<file path="src/rtl/mfp_adc_max10_responder.sv">
// Behavioural stand-in for the MAX10 modular ADC command/response interface:
// accepts one command at a time, waits a fixed conversion latency, then returns a synthetic sample.
module mfp_adc_max10_responder #(
  parameter int unsigned CONV_CYCLES = 8,
  parameter int unsigned MAX_CHANNEL = 17,
  parameter logic [11:0] DATA_SEED   = 12'h000
) (
  input  logic        CLK,
  input  logic        RESETn,
  input  logic        ADC_C_Valid,
  input  logic [4:0]  ADC_C_Channel,
  input  logic        ADC_C_SOP,
  input  logic        ADC_C_EOP,
  output logic        ADC_C_Ready,
  output logic        ADC_R_Valid,
  output logic [4:0]  ADC_R_Channel,
  output logic [11:0] ADC_R_Data,
  output logic        ADC_R_SOP,
  output logic        ADC_R_EOP,
  output logic        ADC_Busy,
  output logic [15:0] ADC_Conv_Count
);

  localparam int unsigned CH_W   = 5;
  localparam int unsigned DATA_W = 12;
  localparam int unsigned CNT_W  = 8;
  localparam int unsigned CC_W   = 16;
  localparam logic [CNT_W-1:0] CNT_LOAD = CNT_W'(CONV_CYCLES - 1);

  typedef enum logic [1:0] {
    S_IDLE    = 2'd0,
    S_CONVERT = 2'd1,
    S_RESPOND = 2'd2
  } state_t;

  state_t            r_state;
  logic [CNT_W-1:0]  r_cnt;
  logic [CH_W-1:0]   r_ch;
  logic              r_sop;
  logic              r_eop;
  logic [DATA_W-1:0] r_sample;
  logic              r_c_ready;
  logic              r_r_valid;
  logic [CH_W-1:0]   r_r_ch;
  logic [DATA_W-1:0] r_r_data;
  logic              r_r_sop;
  logic              r_r_eop;
  logic              r_busy;
  logic [CC_W-1:0]   r_conv_count;

  logic              w_accept;
  logic              w_out_of_range;
  logic [DATA_W-1:0] w_sample_data;

  assign w_accept       = ADC_C_Valid & r_c_ready;
  assign w_out_of_range = 32'(r_ch) > MAX_CHANNEL;
  // Channel placed at bit 7 so each channel owns a distinct 128-code window.
  assign w_sample_data  = w_out_of_range ? {DATA_W{1'b1}}
                                         : ({r_ch, 7'b0} + r_sample);

  always_ff @(posedge CLK or negedge RESETn) begin
    if (!RESETn) begin
      r_state      <= S_IDLE;
      r_cnt        <= '0;
      r_ch         <= '0;
      r_sop        <= 1'b0;
      r_eop        <= 1'b0;
      r_sample     <= DATA_SEED;
      r_c_ready    <= 1'b0;
      r_r_valid    <= 1'b0;
      r_r_ch       <= '0;
      r_r_data     <= '0;
      r_r_sop      <= 1'b0;
      r_r_eop      <= 1'b0;
      r_busy       <= 1'b0;
      r_conv_count <= '0;
    end else begin
      // Response fields are zero except during the single RESPOND cycle.
      r_r_valid <= 1'b0;
      r_r_ch    <= '0;
      r_r_data  <= '0;
      r_r_sop   <= 1'b0;
      r_r_eop   <= 1'b0;
      case (r_state)
        S_IDLE: begin
          r_c_ready <= ~w_accept;
          r_busy    <= w_accept;
          if (w_accept) begin
            r_ch    <= ADC_C_Channel;
            r_sop   <= ADC_C_SOP;
            r_eop   <= ADC_C_EOP;
            r_cnt   <= CNT_LOAD;
            r_state <= S_CONVERT;
          end
        end
        S_CONVERT: begin
          if (r_cnt == '0) begin
            r_state   <= S_RESPOND;
            r_r_valid <= 1'b1;
            r_r_ch    <= r_ch;
            r_r_data  <= w_sample_data;
            r_r_sop   <= r_sop;
            r_r_eop   <= r_eop;
          end else begin
            r_cnt <= r_cnt - CNT_W'(1);
          end
        end
        S_RESPOND: begin
          r_state      <= S_IDLE;
          r_c_ready    <= 1'b1;
          r_busy       <= 1'b0;
          r_sample     <= r_sample + DATA_W'(1);
          r_conv_count <= r_conv_count + CC_W'(1);
        end
        default: begin
          r_state   <= S_IDLE;
          r_c_ready <= 1'b1;
          r_busy    <= 1'b0;
        end
      endcase
    end
  end

  assign ADC_C_Ready    = r_c_ready;
  assign ADC_R_Valid    = r_r_valid;
  assign ADC_R_Channel  = r_r_ch;
  assign ADC_R_Data     = r_r_data;
  assign ADC_R_SOP      = r_r_sop;
  assign ADC_R_EOP      = r_r_eop;
  assign ADC_Busy       = r_busy;
  assign ADC_Conv_Count = r_conv_count;

endmodule

</file>
<file path="config.mk">
export PLATFORM = sky130hd
export DESIGN_NAME = mfp_adc_max10_responder
export DESIGN_NICKNAME = d
export VERILOG_FILES = /design/src/rtl/mfp_adc_max10_responder.sv
export SDC_FILE = /design/constraint.sdc
export NUM_CORES = 1
export LEC_CHECK = 0
export ABC_AREA = 1
export BUFFER_PORTS_ARGS = -buffer_cell sky130_fd_sc_hd__clkbuf_2
export CAP_MARGIN = 10
export CELL_PAD_IN_SITES_DETAIL_PLACEMENT = 1
export CELL_PAD_IN_SITES_GLOBAL_PLACEMENT = 1
export CORE_ASPECT_RATIO = 1.25
export CORE_UTILIZATION = 40
export DETAILED_ROUTE_END_ITERATION = 8
export PLACE_DENSITY_LB_ADDON = 0.1
export SETUP_SLACK_MARGIN = 0.5
export SYNTH_ARGS = -nofsm -noshare
export SYNTH_HDL_FRONTEND = slang
export SYNTH_SLANG_ARGS = --single-unit
export TNS_END_PERCENT = 10
</file>
<file path="constraint.sdc">
create_clock -name CLK -period 4.5 [get_ports CLK]
set_input_delay 0.225 -clock CLK [delete_from_list [all_inputs] [get_ports CLK]]
set_output_delay 0.225 -clock CLK [all_outputs]
set_load 0.02 [all_outputs]
</file>
-- After elaboration in Yosys (flattened, before gate mapping)
Index checks and enable logic that the tools add are counted.
- bits in registers: 67
- add/subtract/negate cells: 4
- multiplexer cells: 19
- bitwise operators: 2
- reduce and logical (&&, ||, !) cells: 6
- equal/unequal tests: 5
- magnitude comparators: 1
- operators by type and width (operator ; count):
    $mux 12 ; 3
    $add 16x1->16 const B ; 1
    $mux 8 ; 2
    $pmux 8 s2 ; 1
    $add 12x1->12 const B ; 1
    $add 12x12->12 ; 1
    $mux 5 ; 2
    $logic_not 8->1 ; 1
    $sub 8x1->8 const B ; 1
    $mux 1 ; 6
    $ne 2x2->1 const B ; 3
    $gt 5x5->1 const B ; 1
    $mux 2 ; 2
    $pmux 1 s2 ; 2
    $pmux 2 s2 ; 1
    $reduce_and 2->1 ; 2
    $reduce_and 3->1 ; 1
    $eq 2x1->1 const B ; 1
    $eq 2x2->1 const B ; 1
    $logic_not 2->1 ; 1
    $reduce_bool 2->1 ; 1
    $and 1x1->1 ; 1
    $not 1->1 ; 1

-- Longest topological paths before layout
- depth in word-level cells: 4
- gate-level depth with buffers: 9
- depth with buffers taken out: 9

-- Least setup slack after synthesis
No wires, ideal clock.
- path kind: flip-flop to flip-flop
- start: reg r_sample[7]
- end: reg r_r_data[11] (netlist: ADC_R_Data[11])
- data arrival time: 1.349 ns
- path slack: 3.038 ns
- required time: 4.387 ns
- stages on the path, launching flop included: 9
- path buffers: 0
- library setup time: 0.113 ns
- clock period less this slack: 1.462 ns
- path through: dfrtp_1 -> ha_1 -> inv_1 -> fa_1 -> nand3b_1 -> nand3_1 -> nand3_1 -> nand2_1 -> inv_1
- word-level cells in the longest chain between the ends: 4
- ends and longest elaborated chain (element ; RTL line ; RTL):
    start: declaration ; 41 ; logic [DATA_W-1:0] r_sample;
    start signal: assignment ; 112 ; r_sample <= r_sample + DATA_W'(1);
    $add 12x12->12 ; 59 ; : ({r_ch, 7'b0} + r_sample);
    $mux 12 ; 58 ; assign w_sample_data = w_out_of_range ? {DATA_W{1'b1}}
    $mux 12 ; 97 ; if (r_cnt == '0) begin
    $mux 12 ; 84 ; case (r_state)
    end signal: assignment ; 101 ; r_r_data <= w_sample_data;
    end: declaration ; 45 ; logic [DATA_W-1:0] r_r_data;
No other way between the ends.
A chain may end at the register's enable or synchronous reset.

-- Final worst setup path
- start: reg r_state[1]
- end: reg r_cnt[2]
- word-level cells in the longest chain between the ends: 3
- ends and longest elaborated chain (element ; RTL line ; RTL):
    start: declaration ; 36 ; state_t r_state;
    start signal: assignment ; 63 ; r_state <= S_IDLE;
    start signal: assignment ; 93 ; r_state <= S_CONVERT;
    start signal: assignment ; 98 ; r_state <= S_RESPOND;
    $eq 2x1->1 / $logic_not 2->1 (equally long branches) ; 84 ;
    $ne 2x2->1 (no source line) / $reduce_bool 2->1 (equally long branches) ; -- ;
    $reduce_and 3->1 (no source line) ; -- ;
    end signal: assignment ; 105 ; r_cnt <= r_cnt - CNT_W'(1);
    end: declaration ; 37 ; logic [CNT_W-1:0] r_cnt;
Parallel ways exist; a longest one is shown, timed or not.

==> impl_results.md <==
* Die ar. at slightly below 0.008 mm2
* Crit path DAT at 2150 ps
* Crit path kind: reg -> reg
* Max Cap Viol at 0
* RSZ-0062 raised after global routing: false
* Hold Path Class: in -> reg
* Die Ht at 99.4 um
* Share of layout cells above drive strength 1 at 0.205
* EDFF count, synth at 0
* Final wirelength at approximately 6400 um
* Startpoint types: register
* Iter 0 DRT Violations at 65
* Most common flop cell mapped by yosys: dfrtp_1
* TritonCTS clock tree: yes
* Layout net count at 409
* Worst Clk Skew at 6.45 ps
* Switching power at 0.000710 W
* Peak supply drop at ~0.32 mV
* Outcome: completed
* LEAKAGE at a little under 2 nW
* Clk sinks at 67
* Met1 global-route usage at 0.235
* Commonest non-fill, non-tap cell in the layout: dfrtp_1
* Slew Limit Fails at 0
* Routed Antenna Nets at 0
* Skew-Pair Late Insertion Delay at between 300 and 400 ps
* Global route total overflow at 0
* PortBufs at between 40 and 50
* Int Power at 0.00123 W
* Via count at approximately 2300
* CTS buffer count at 9
* Mapped Area at roughly 0.0030 mm2
* I/O Pins at between 40 and 50
* Syn Nets at approximately 350
* Detailed-router iteration count before antenna repair at 4
* Area delta synth->final at 19.2%
* Async S/R FF share, synth at 1.00
* Ant. Diodes at 0
* Die width at around 80 um
* Placement row count at 35
* Pin count of the biggest net entering global routing at 46
* Initial antenna violation count at 0
* Maximum fanout along the worst path at 22
* Synth warn at 0
* Clock network fraction of design power at 0.294
* Reg power frac at 0.418
* Post-route DRC at 0
* Power Dens Cells at approximately 540 mW/mm2
* Unique masters post-synth at 29
* Most used routing layer in global routing: met2
* Vias in the first global route at 2402
* Switch share at 0.366
* Root buf cell: clkbuf_8
* Via/cell ratio at about 4.8
* Endpoints failing setup at 0
* Tcrit/Tclk final at 0.419
* Gr usage total at 0.185
* Post-Route Setup TNS at 0 ps
* Comb power frac at 0.288
* Register Area at between 0.0015 and 0.002 mm2
* Post-synthesis sequential area ratio at 0.553
* CP endpoint kind: register
* RePlAce Congestion at 0.797
* CTS Buffer Depth at 2
* Per-cell routed wire length at 13.1 um
* Fin crit period at roughly 1900 ps
* Dpl hpwl at approximately 4700 um
* Fill cells at between 800 and 900
* Global-route wire length before repair at ~11000 um
* Clk slew on worst S/H paths at around 80 ps
* Per-instance average area after synthesis at a little over 9 um2
* Max Clk Rate at approximately 530 MHz
* Most frequent cells in the layout: dfrtp_1 (67), nand2_1 (64), inv_1 (51), clkbuf_2 (46), nor2_1 (42)
* Met3 Use GR at 0.0312
* Synth Instances at 334
* Initial core utilization at 0.412
* FF+latch count, synth at 67
* Multi-input gate area at between 0.001 and 0.0015 mm2
* # H-tree levels at 3
* Final Core Density at 0.491
* Met2 GRT Util at 0.302
* Area of the core at around 0.0074 mm2
* CP required at ~4800 ps
* Worst slew pin tran at between 800 and 900 ps
* Hold violation total from the final report at 0
* Worst rel slew slack at 0.435
-- final timing paths --
check                                  from                 end  slack (ps)  cells past startpoint
hold reg to reg                 r_sample[5]         r_sample[5]         470                      1
hold / removal             ADC_C_Channel[3]             r_ch[3]         130                      3
max in group asynchronous            RESETn            r_cnt[6]        3100                      3
min in group asynchronous            RESETn  ADC_Conv_Count[13]         410                      2
setup reg to reg                 r_state[1]            r_cnt[2]        2610                      5
setup / recovery                 r_state[1]            r_cnt[2]        2610                      5
-- cell type report --
| cell class | count | area share |
|---|---|---|
| Clock buffer | 10 | 0.0381 |
| Sequential cell | 67 | 0.464 |
| Clock inverter | 6 | 0.0242 |
| Timing Repair Buffer | 50 | 0.0720 |
| Inverter | 54 | 0.0561 |
| Multi-Input combinational cell | 209 | 0.314 |
| Tap cell | 92 | 0.0318 |
-- cells in the mapped netlist, types with 2 or more instances --
master,number,area (um2)
buf_2,3,15.0
nand3_1,15,75.1
a21oi_1,19,95.1
o21ai_0,2,10.0
nor2_4,2,22.5
nand3b_1,4,30.0
nand2_2,3,18.8
inv_2,3,11.3
nor2_2,5,31.3
ha_1,7,87.6
nor2_1,42,158
nand4_1,7,43.8
nor3_1,3,15.0
inv_1,51,191
xnor2_1,5,43.8
xor2_1,19,166
o21ai_1,3,15.0
nand2_1,64,240
dfrtp_1,67,1680
-- kinds of logic (layout without fill, tap and decap cells) --
kind of cell | after synthesis | count (layout) | synth area share
adders and majority gates | 8 | 8 | 0.0355
xor gates and xnor gates | 24 | 24 | 0.0693
and+or+nand+nor | 149 | 149 | 0.221
AOI/OAI and AO/OA | 28 | 28 | 0.0491
DFF | 67 | 67 | 0.553
buffers and inverters | 58 | 120 | 0.0730
-- worst max-delay path, stage by stage, from the launching register on --
cell and delay (ps):
dfrtp_1 430, inv_2 110, nand4_1 670, nand2_2 450, nand2_1 80, o21ai_1 80
-- repair_timing --
| action | in CTS | in global routing |
|---|---|---|
| buffers inserted | 0 | 0 |
| hold buffers | 1 | 0 |
| gates resized for setup | 0 | 0 |
| endpoints found under the hold margin | 22 | 0 |
-- per-layer routing --
metal | wire, um | part of all wire
met1 | 2990 | 0.47
met5 | 0 | 0
met4 | 121 | 0.019
met2 | 3130 | 0.49
met3 | 177 | 0.028
-- power groups by stage --
stage          Sequential (W)  Clock (W)  Combinational (W)
3_3_place_gp         0.000823          0           0.000553
5_1_grt              0.000830   0.000612           0.000646
6_report             0.000812   0.000571           0.000558
2_1_floorplan        0.000853          0           0.000358
4_1_cts              0.000814   0.000588           0.000570
3_5_place_dp         0.000825          0           0.000566
-- metrics by stage --
step | hold WS [ps] | worst slack, ps | area [um2] | std cells | power (W)
6_report | 127 | 2610 | 3620 | 488 | 0.00194
5_1_grt | 116 | 2340 | 3620 | 488 | 0.00209
4_1_cts | 112 | 2590 | 3620 | 488 | 0.00197
3_5_place_dp | 262 | 2620 | 3380 | 471 | 0.00139
3_3_place_gp | 252 | 2630 | 3380 | 471 | 0.00138
2_1_floorplan | -70.6 | 3040 | 3030 | 334 | 0.00121
-- flip-flops by register name (all words and copies together) (netlist names) --
register / flops
ADC_Busy: 1
ADC_C_Ready: 1
ADC_Conv_Count: 16
ADC_R_Channel: 5
ADC_R_Data: 12
ADC_R_EOP: 1
ADC_R_SOP: 1
ADC_R_Valid: 1
r_ch: 5
r_cnt: 8
r_eop: 1
r_sample: 12
r_sop: 1
r_state: 2
No activity file was read; power rests on OpenSTA's default activity.
